$ cat src/rtl/chip8_mem_arbiter.sv
`default_nettype none
// ============================================================================
// Module      : chip8_mem_arbiter
// Description : Round-robin arbiter sharing port A of the CHIP-8 unified
//               memory BRAM between the processor, the video engine and the
//               debug port. Each accepted request is translated into the flat
//               BRAM map (RAM 0..4095, VRAM 4096..4351, REG 4352..4374,
//               STK 4375..4406), issued one cycle later, and read data is
//               returned tagged to its requester after RD_LATENCY more cycles.
// Ports       : clk_in / rst_n_in          clock, async active-low reset
//               proc_*                     processor request (region + offset)
//               video_*                    video request (VRAM byte offset)
//               dbg_*                      debug request (raw flat address)
//               mem_*                      BRAM port-A interface
//               rdata_out, *_rvalid_out    tagged read return
//               err_out                    pulse when an illegal request drops
// Revision    : 1.0 - initial release
// ============================================================================
module chip8_mem_arbiter #(
    parameter int WIDTH      = 8,
    parameter int ADDR_WIDTH = 13,
    parameter int RD_LATENCY = 2
) (
    input  logic                  clk_in,
    input  logic                  rst_n_in,
    input  logic                  proc_valid_in,
    output logic                  proc_ready_out,
    input  logic [11:0]           proc_addr_in,
    input  logic [1:0]            proc_type_in,
    input  logic                  proc_we_in,
    input  logic [WIDTH-1:0]      proc_data_in,
    input  logic                  video_valid_in,
    output logic                  video_ready_out,
    input  logic [7:0]            video_addr_in,
    input  logic                  video_we_in,
    input  logic [WIDTH-1:0]      video_data_in,
    input  logic                  dbg_valid_in,
    output logic                  dbg_ready_out,
    input  logic [ADDR_WIDTH-1:0] dbg_addr_in,
    input  logic                  dbg_we_in,
    input  logic [WIDTH-1:0]      dbg_data_in,
    output logic                  mem_en_out,
    output logic                  mem_we_out,
    output logic [ADDR_WIDTH-1:0] mem_addr_out,
    output logic [WIDTH-1:0]      mem_data_out,
    input  logic [WIDTH-1:0]      mem_data_in,
    output logic [WIDTH-1:0]      rdata_out,
    output logic                  proc_rvalid_out,
    output logic                  video_rvalid_out,
    output logic                  dbg_rvalid_out,
    output logic                  err_out
);

    localparam logic [1:0] SRC_PROC  = 2'd0;
    localparam logic [1:0] SRC_VIDEO = 2'd1;
    localparam logic [1:0] SRC_DBG   = 2'd2;

    localparam logic [1:0] TYPE_RAM = 2'd0;
    localparam logic [1:0] TYPE_REG = 2'd1;
    localparam logic [1:0] TYPE_STK = 2'd2;

    localparam logic [ADDR_WIDTH-1:0] VRAM_BASE = ADDR_WIDTH'(4096);
    localparam logic [ADDR_WIDTH-1:0] REG_BASE  = ADDR_WIDTH'(4352);
    localparam logic [ADDR_WIDTH-1:0] STK_BASE  = ADDR_WIDTH'(4375);
    localparam logic [ADDR_WIDTH-1:0] LAST_ADDR = ADDR_WIDTH'(4406);
    localparam logic [11:0]           REG_LAST  = 12'd22;
    localparam logic [11:0]           STK_LAST  = 12'd31;

    // Read tag carried down the return pipe: {is_read, illegal, src[1:0]}
    localparam int TAG_W = 4;

    // ------------------------------------------------------------------
    // Round-robin grant: scan PROC->VIDEO->DBG starting at the pointer.
    // ------------------------------------------------------------------
    logic [1:0] ptr_q, ptr_d;
    logic [2:0] valid_vec;
    logic [2:0] scan;
    logic       gnt_any;
    logic [1:0] gnt_src;

    always_comb begin
        valid_vec = {dbg_valid_in, video_valid_in, proc_valid_in};
        gnt_any   = 1'b0;
        gnt_src   = SRC_PROC;
        scan      = 3'd0;
        for (int k = 0; k < 3; k++) begin
            scan = {1'b0, ptr_q} + 3'(k);
            if (scan >= 3'd3) begin
                scan = scan - 3'd3;
            end
            if (!gnt_any && valid_vec[scan[1:0]]) begin
                gnt_any = 1'b1;
                gnt_src = scan[1:0];
            end
        end
    end

    // A grant only exists for a valid requester, so ready implies valid.
    assign proc_ready_out  = gnt_any && (gnt_src == SRC_PROC);
    assign video_ready_out = gnt_any && (gnt_src == SRC_VIDEO);
    assign dbg_ready_out   = gnt_any && (gnt_src == SRC_DBG);

    always_comb begin
        ptr_d = ptr_q;
        if (gnt_any) begin
            ptr_d = (gnt_src == SRC_DBG) ? SRC_PROC : gnt_src + 2'd1;
        end
    end

    // ------------------------------------------------------------------
    // Translate the granted request into the flat BRAM address map.
    // ------------------------------------------------------------------
    logic [ADDR_WIDTH-1:0] req_addr;
    logic                  req_legal;
    logic                  req_we;
    logic [WIDTH-1:0]      req_data;

    always_comb begin
        req_addr  = dbg_addr_in;
        req_legal = (dbg_addr_in <= LAST_ADDR);
        req_we    = dbg_we_in;
        req_data  = dbg_data_in;
        case (gnt_src)
            SRC_PROC: begin
                req_we   = proc_we_in;
                req_data = proc_data_in;
                case (proc_type_in)
                    TYPE_RAM: begin
                        req_addr  = ADDR_WIDTH'(proc_addr_in);
                        req_legal = 1'b1;
                    end
                    TYPE_REG: begin
                        req_addr  = REG_BASE + ADDR_WIDTH'(proc_addr_in);
                        req_legal = (proc_addr_in <= REG_LAST);
                    end
                    TYPE_STK: begin
                        req_addr  = STK_BASE + ADDR_WIDTH'(proc_addr_in);
                        req_legal = (proc_addr_in <= STK_LAST);
                    end
                    default: begin
                        req_addr  = ADDR_WIDTH'(proc_addr_in);
                        req_legal = 1'b0;
                    end
                endcase
            end
            SRC_VIDEO: begin
                req_addr  = VRAM_BASE + ADDR_WIDTH'(video_addr_in);
                req_legal = 1'b1;
                req_we    = video_we_in;
                req_data  = video_data_in;
            end
            default: begin
            end
        endcase
    end

    // ------------------------------------------------------------------
    // Issue stage: illegal requests are accepted but never reach the BRAM.
    // ------------------------------------------------------------------
    logic                  mem_en_q, mem_en_d;
    logic                  mem_we_q, mem_we_d;
    logic [ADDR_WIDTH-1:0] mem_addr_q, mem_addr_d;
    logic [WIDTH-1:0]      mem_data_q, mem_data_d;
    logic                  err_q, err_d;

    always_comb begin
        mem_en_d   = gnt_any && req_legal;
        mem_we_d   = gnt_any && req_legal && req_we;
        mem_addr_d = req_addr;
        mem_data_d = req_data;
        err_d      = gnt_any && !req_legal;
    end

    assign mem_en_out   = mem_en_q;
    assign mem_we_out   = mem_we_q;
    assign mem_addr_out = mem_addr_q;
    assign mem_data_out = mem_data_q;
    assign err_out      = err_q;

    // ------------------------------------------------------------------
    // Return pipe: stage 0 lines up with the issue cycle, stage RD_LATENCY
    // with the cycle the BRAM presents douta for that issue.
    // ------------------------------------------------------------------
    logic [TAG_W-1:0] tag_q [RD_LATENCY+1];
    logic [TAG_W-1:0] tag_d [RD_LATENCY+1];
    logic [TAG_W-1:0] ret_tag;
    logic [WIDTH-1:0] rdata_q, rdata_d;

    always_comb begin
        tag_d[0] = {gnt_any && !req_we, !req_legal, gnt_src};
        for (int k = 1; k <= RD_LATENCY; k++) begin
            tag_d[k] = tag_q[k-1];
        end
    end

    assign ret_tag = tag_q[RD_LATENCY];

    assign proc_rvalid_out  = ret_tag[3] && (ret_tag[1:0] == SRC_PROC);
    assign video_rvalid_out = ret_tag[3] && (ret_tag[1:0] == SRC_VIDEO);
    assign dbg_rvalid_out   = ret_tag[3] && (ret_tag[1:0] == SRC_DBG);

    // douta is passed straight through on the return cycle; the flop keeps
    // the last returned value visible in between returns.
    always_comb begin
        rdata_d = rdata_q;
        if (ret_tag[3]) begin
            rdata_d = ret_tag[2] ? '0 : mem_data_in;
        end
    end

    assign rdata_out = rdata_d;

    always_ff @(posedge clk_in or negedge rst_n_in) begin
        if (!rst_n_in) begin
            ptr_q      <= SRC_PROC;
            mem_en_q   <= 1'b0;
            mem_we_q   <= 1'b0;
            mem_addr_q <= '0;
            mem_data_q <= '0;
            err_q      <= 1'b0;
            rdata_q    <= '0;
            for (int k = 0; k <= RD_LATENCY; k++) begin
                tag_q[k] <= '0;
            end
        end else begin
            ptr_q      <= ptr_d;
            mem_en_q   <= mem_en_d;
            mem_we_q   <= mem_we_d;
            mem_addr_q <= mem_addr_d;
            mem_data_q <= mem_data_d;
            err_q      <= err_d;
            rdata_q    <= rdata_d;
            for (int k = 0; k <= RD_LATENCY; k++) begin
                tag_q[k] <= tag_d[k];
            end
        end
    end

endmodule
`default_nettype wire
$ cat config.mk
export PLATFORM = sky130hd
export DESIGN_NAME = chip8_mem_arbiter
export DESIGN_NICKNAME = d
export VERILOG_FILES = /design/src/rtl/chip8_mem_arbiter.sv
export SDC_FILE = /design/constraint.sdc
export NUM_CORES = 1
export LEC_CHECK = 0
export CAP_MARGIN = 20
export CELL_PAD_IN_SITES_DETAIL_PLACEMENT = 1
export CELL_PAD_IN_SITES_GLOBAL_PLACEMENT = 2
export CORE_MARGIN = 5
export CORE_UTILIZATION = 24
export CTS_CLUSTER_SIZE = 10
export DETAILED_ROUTE_END_ITERATION = 10
export GPL_TIMING_DRIVEN = 0
export PLACE_DENSITY_LB_ADDON = 0.3
export SLEW_MARGIN = 25
export SYNTH_ARGS = -nofsm -noshare
export SYNTH_HDL_FRONTEND = slang
export SYNTH_SLANG_ARGS = --single-unit
$ cat constraint.sdc
create_clock -name clk_in -period 2.8 [get_ports clk_in]
set_input_delay 0.84 -clock clk_in [delete_from_list [all_inputs] [get_ports clk_in]]
set_output_delay 0.84 -clock clk_in [all_outputs]
set_load 0.01 [all_outputs]
==> summary.md <==
| Metric | Value |
|---|---|
| Status | `complete, but fails checks` |
| Violated checks | `setup timing` |
| CTS buffer count | `5` |
| Reg power frac | `0.306` |
| Clock skew | `0.002177 ns` |
| Ys Warns | `0` |
| Post-Syn Nets | `357` |
| Prevailing post-synth register cell | `dfrtp_1` |
| Yosys top cell area share | `0.4582` |
| Most frequent cells in the layout | `clkdlybuf4s50_1 (95), dfrtp_1 (45), nand2_1 (39)` |
| Worst Setup SP | `ptr_q[0]$_DFFE_PN0P_` |
| Min Tclk post-route | `2.914 ns` |
| Ant. Diodes | `0` |
| PortBufs | `110` |
| Die area | `12610 µm²` |
| Die X | `112.3 µm` |
| Largest family of logic cells by synthesized area | `compound AO/OA/AOI/OAI gates` |
| Multiplexer share of the synthesized area | `0.003984` |
| Register area share after synthesis | `0.4582` |
| Power per cell area | `857.9 nW/µm²` |
| Critical Path Fanout Max | `9` |
| Post-synthesis simple-gate area fraction | `0.1609` |
| CTS tree | `done` |
| Worst Tran Pin Value | `0.5504 ns` |
| Combinational share of power | `0.552` |
| Mapped Area | `2512 µm²` |
| Setup crit start kind | `register` |
| Worst Hold Launch | `tag_d[6]$_DFF_PN0_` |
| 1st-iter DRT viols | `79` |
| Clock share of power | `0.143` |
| LEAKAGE | `1.755 nW` |
| Slew headroom | `0.6331` |
| Nets@finish | `482` |
| Final Setup Violations | `1` |
| Worst Hold Class | `register to register` |
| Root Buffer | `clkbuf_8` |
| Largest net degree at the start of global routing | `26` |
| Final Hold Vio Count | `0` |
| Filler instances | `1186` |
| Max-cap violations | `0` |
| Post-synthesis adder-cell area fraction | `0.07271` |
| Initial antenna violation count | `0` |
| Starting Density | `0.2445` |
| Placer Congestion | `0.7845` |
| Overall Power | `3.463 mW` |
| Flops & latches, synth | `46` |
| Async set-or-reset flop fraction in the synthesized netlist | `1.000` |
| Routed length per instance | `15.76 µm` |
| Final Cycle Share | `1.041` |
| DPL Wire Length | `6784 µm` |
| Remaining Overflow, GRT | `0` |
| Fin cells | `531` |
| Num rows | `37` |
| Synth-to-Final Area Change | `60.66%` |
| Antenna Nets Post-Route | `0` |
| GRT Util Overall | `0.1279` |
| Fraction of layout cells with a size suffix above 1 | `0.1342` |
| Routed wire length | `8371 µm` |
| Int Pwr | `2.194 mW` |
| Worst Path Arrival | `2.07 ns` |
| Vias | `2439` |
| Reg-to-reg startpoint | `ptr_q[0]$_DFFE_PN0P_` |
| Total core area | `10280 µm²` |
| Setup CP Type | `register to primary output` |
| Post-CTS Hold Buffers | `0` |
| Die Y | `112.3 µm` |
| Count of different cell masters after synthesis | `53` |
| Fmax | `343.2 MHz` |
| Most common cell after layout, fill and taps aside | `clkdlybuf4s50_1` |
| Switching share of power | `0.3663` |
| First-pass iteration count of the detailed router | `4` |
| I/O pin count | `113` |
| Crit end category | `primary output` |
| Cells after DPL | `516` |
| Worst IR Drop VDD | `0.2762 mV` |
| Residual DRC | `0` |
| Synth area leader | `dfrtp_1` |
| Worst Path Required | `1.96 ns` |
| RSZ-0062 raised after global routing | `yes` |
| Post-Synth XOR/XNOR Area | `0` |
| Slew Viols, Final | `0` |
| Vias in the first global route | `2564` |
| Switching pwr | `1.268 mW` |
| Synth Instances | `269` |
| Number of synthesized flops with an enable pin | `0` |
| Synth Area in Compound Gates | `0.2450` |
| Vias per cell | `4.593` |
| Synthesized area per cell | `9.340 µm²` |
| Top cells by area, synth | `dfrtp_1 (46%), ha_1 (6.5%), nand2_1 (5.8%)` |
| Skew-Pair Late Insertion Delay | `0.29 ns` |
| Crit path setup slack, layout | `-0.1138 ns` |
| H-tree depth | `2` |
| Clk pin slew, worst setup/hold paths | `0.09 ns` |
| Clock sink count | `46` |
| First-pass GRT wire length | `13030 µm` |
| Worst-case clock buffer depth | `2` |
per-layer routing:
metal / GRT usage / wire length, µm
met2: 0.2292 / 4157
met4: 0.03606 / 97
met3: 0.02803 / 486
met1: 0.1536 / 3629
met5: 0 / 0
flip-flops by register name (all words and copies together) (netlist names):
name          flops
ptr_q             2
ret_tag           4
mem_en_out        1
mem_we_out        1
tag_d             8
rdata_q           8
mem_data_out      8
err_out           1
mem_addr_out     13
final cells by class:
cell class,count,area [µm²],share of cell area
multi-input cells,189,1287,0.3190
clock inverters,3,43.79,0.01085
inverters,23,88.84,0.02201
well taps,136,170.2,0.04216
clock buffers,5,68.82,0.01705
plain buffers,9,45.04,0.01116
flip-flops and latches,46,1152,0.2855
repair buffers,120,1180,0.2923
cell usage after synthesis, drive strengths merged (2+ instances only):
cell type and instances:
clkbuf 3, a31oi 2, a22oi 18, nand3b 2, nor2 11, o21ai 30
o221ai 2, a21o 3, ha 13, nand2b 5, o221a 2, or3 2
dfrtp 46, nand3 7, a221o 2, nor2b 2, buf 8, a21oi 16
a2111oi 2, o21bai 2, nand2 40, inv 23, nor3 6, maj3 2
power by group through the flow:
stage               Combinational (mW)  Sequential (mW)  Clock [mW]
floorplan                        0.794             1.14           0
global placement                  1.75             1.06           0
detailed placement                1.78             1.07           0
CTS                               1.89             1.06       0.513
global route                      2.09             1.09       0.542
finish                            1.91             1.06       0.494
final timing paths:
kind                                             end  slack, ns  depth (start not counted)
max                                   proc_ready_out      -0.11                          9
min                               tag_d[2]$_DFF_PN0_       0.35                          0
max reg2reg                mem_data_out[6]$_DFF_PN0_       0.55                          9
min reg2reg                       tag_d[2]$_DFF_PN0_       0.35                          0
max in group asynchronous       ptr_q[0]$_DFFE_PN0P_       1.76                          2
min in group asynchronous  mem_data_out[3]$_DFF_PN0_       0.52                          1
per-stage QoR:
| step | worst slack, ns | utilization | TNS (ns) | area (µm²) | hold WS, ns |
|---|---|---|---|---|---|
| after global placement | -1.089 | 0.3682 | -20.82 | 3784 | 0.3320 |
| final | -0.1138 | 0.3927 | -0.1138 | 4036 | 0.3530 |
| after CTS | -0.1301 | 0.3899 | -0.1301 | 4008 | 0.3529 |
| after detailed placement | -1.110 | 0.3703 | -4.846 | 3806 | 0.3358 |
| after floorplan | 0.01141 | - | 0 | 2512 | 0.3312 |
| after global routing | -0.1952 | 0.3927 | -0.2233 | 4036 | 0.3649 |
logic make-up (layout without fill, tap and decap cells):
group | count (synthesis) | in the layout
flip-flops | 46 | 46
buffers and inverters | 34 | 160
AND/OR/NAND/NOR | 82 | 82
multiplexers | 1 | 1
AO/OA/AOI/OAI | 91 | 91
adder cells (fa/ha/maj) | 15 | 15
repair_timing:
item | in CTS | in global routing
setup buffers | 7 | 2
pin swaps | 7 | 5
endpoints found under the hold margin | 0 | 0
resized for setup | 42 | 3
endpoints found under the setup margin | 11 | 4
worst max-delay path, stage by stage (launching register included):
cell	delay (ns)
dfrtp_2	0.44
buf_4	0.15
ha_4	0.19
or3b_4	0.39
a21oi_4	0.17
o21ai_4	0.09
inv_4	0.07
or2_4	0.13
nor2_4	0.04
buf_6	0.11
(Power assumes the default switching activity.)
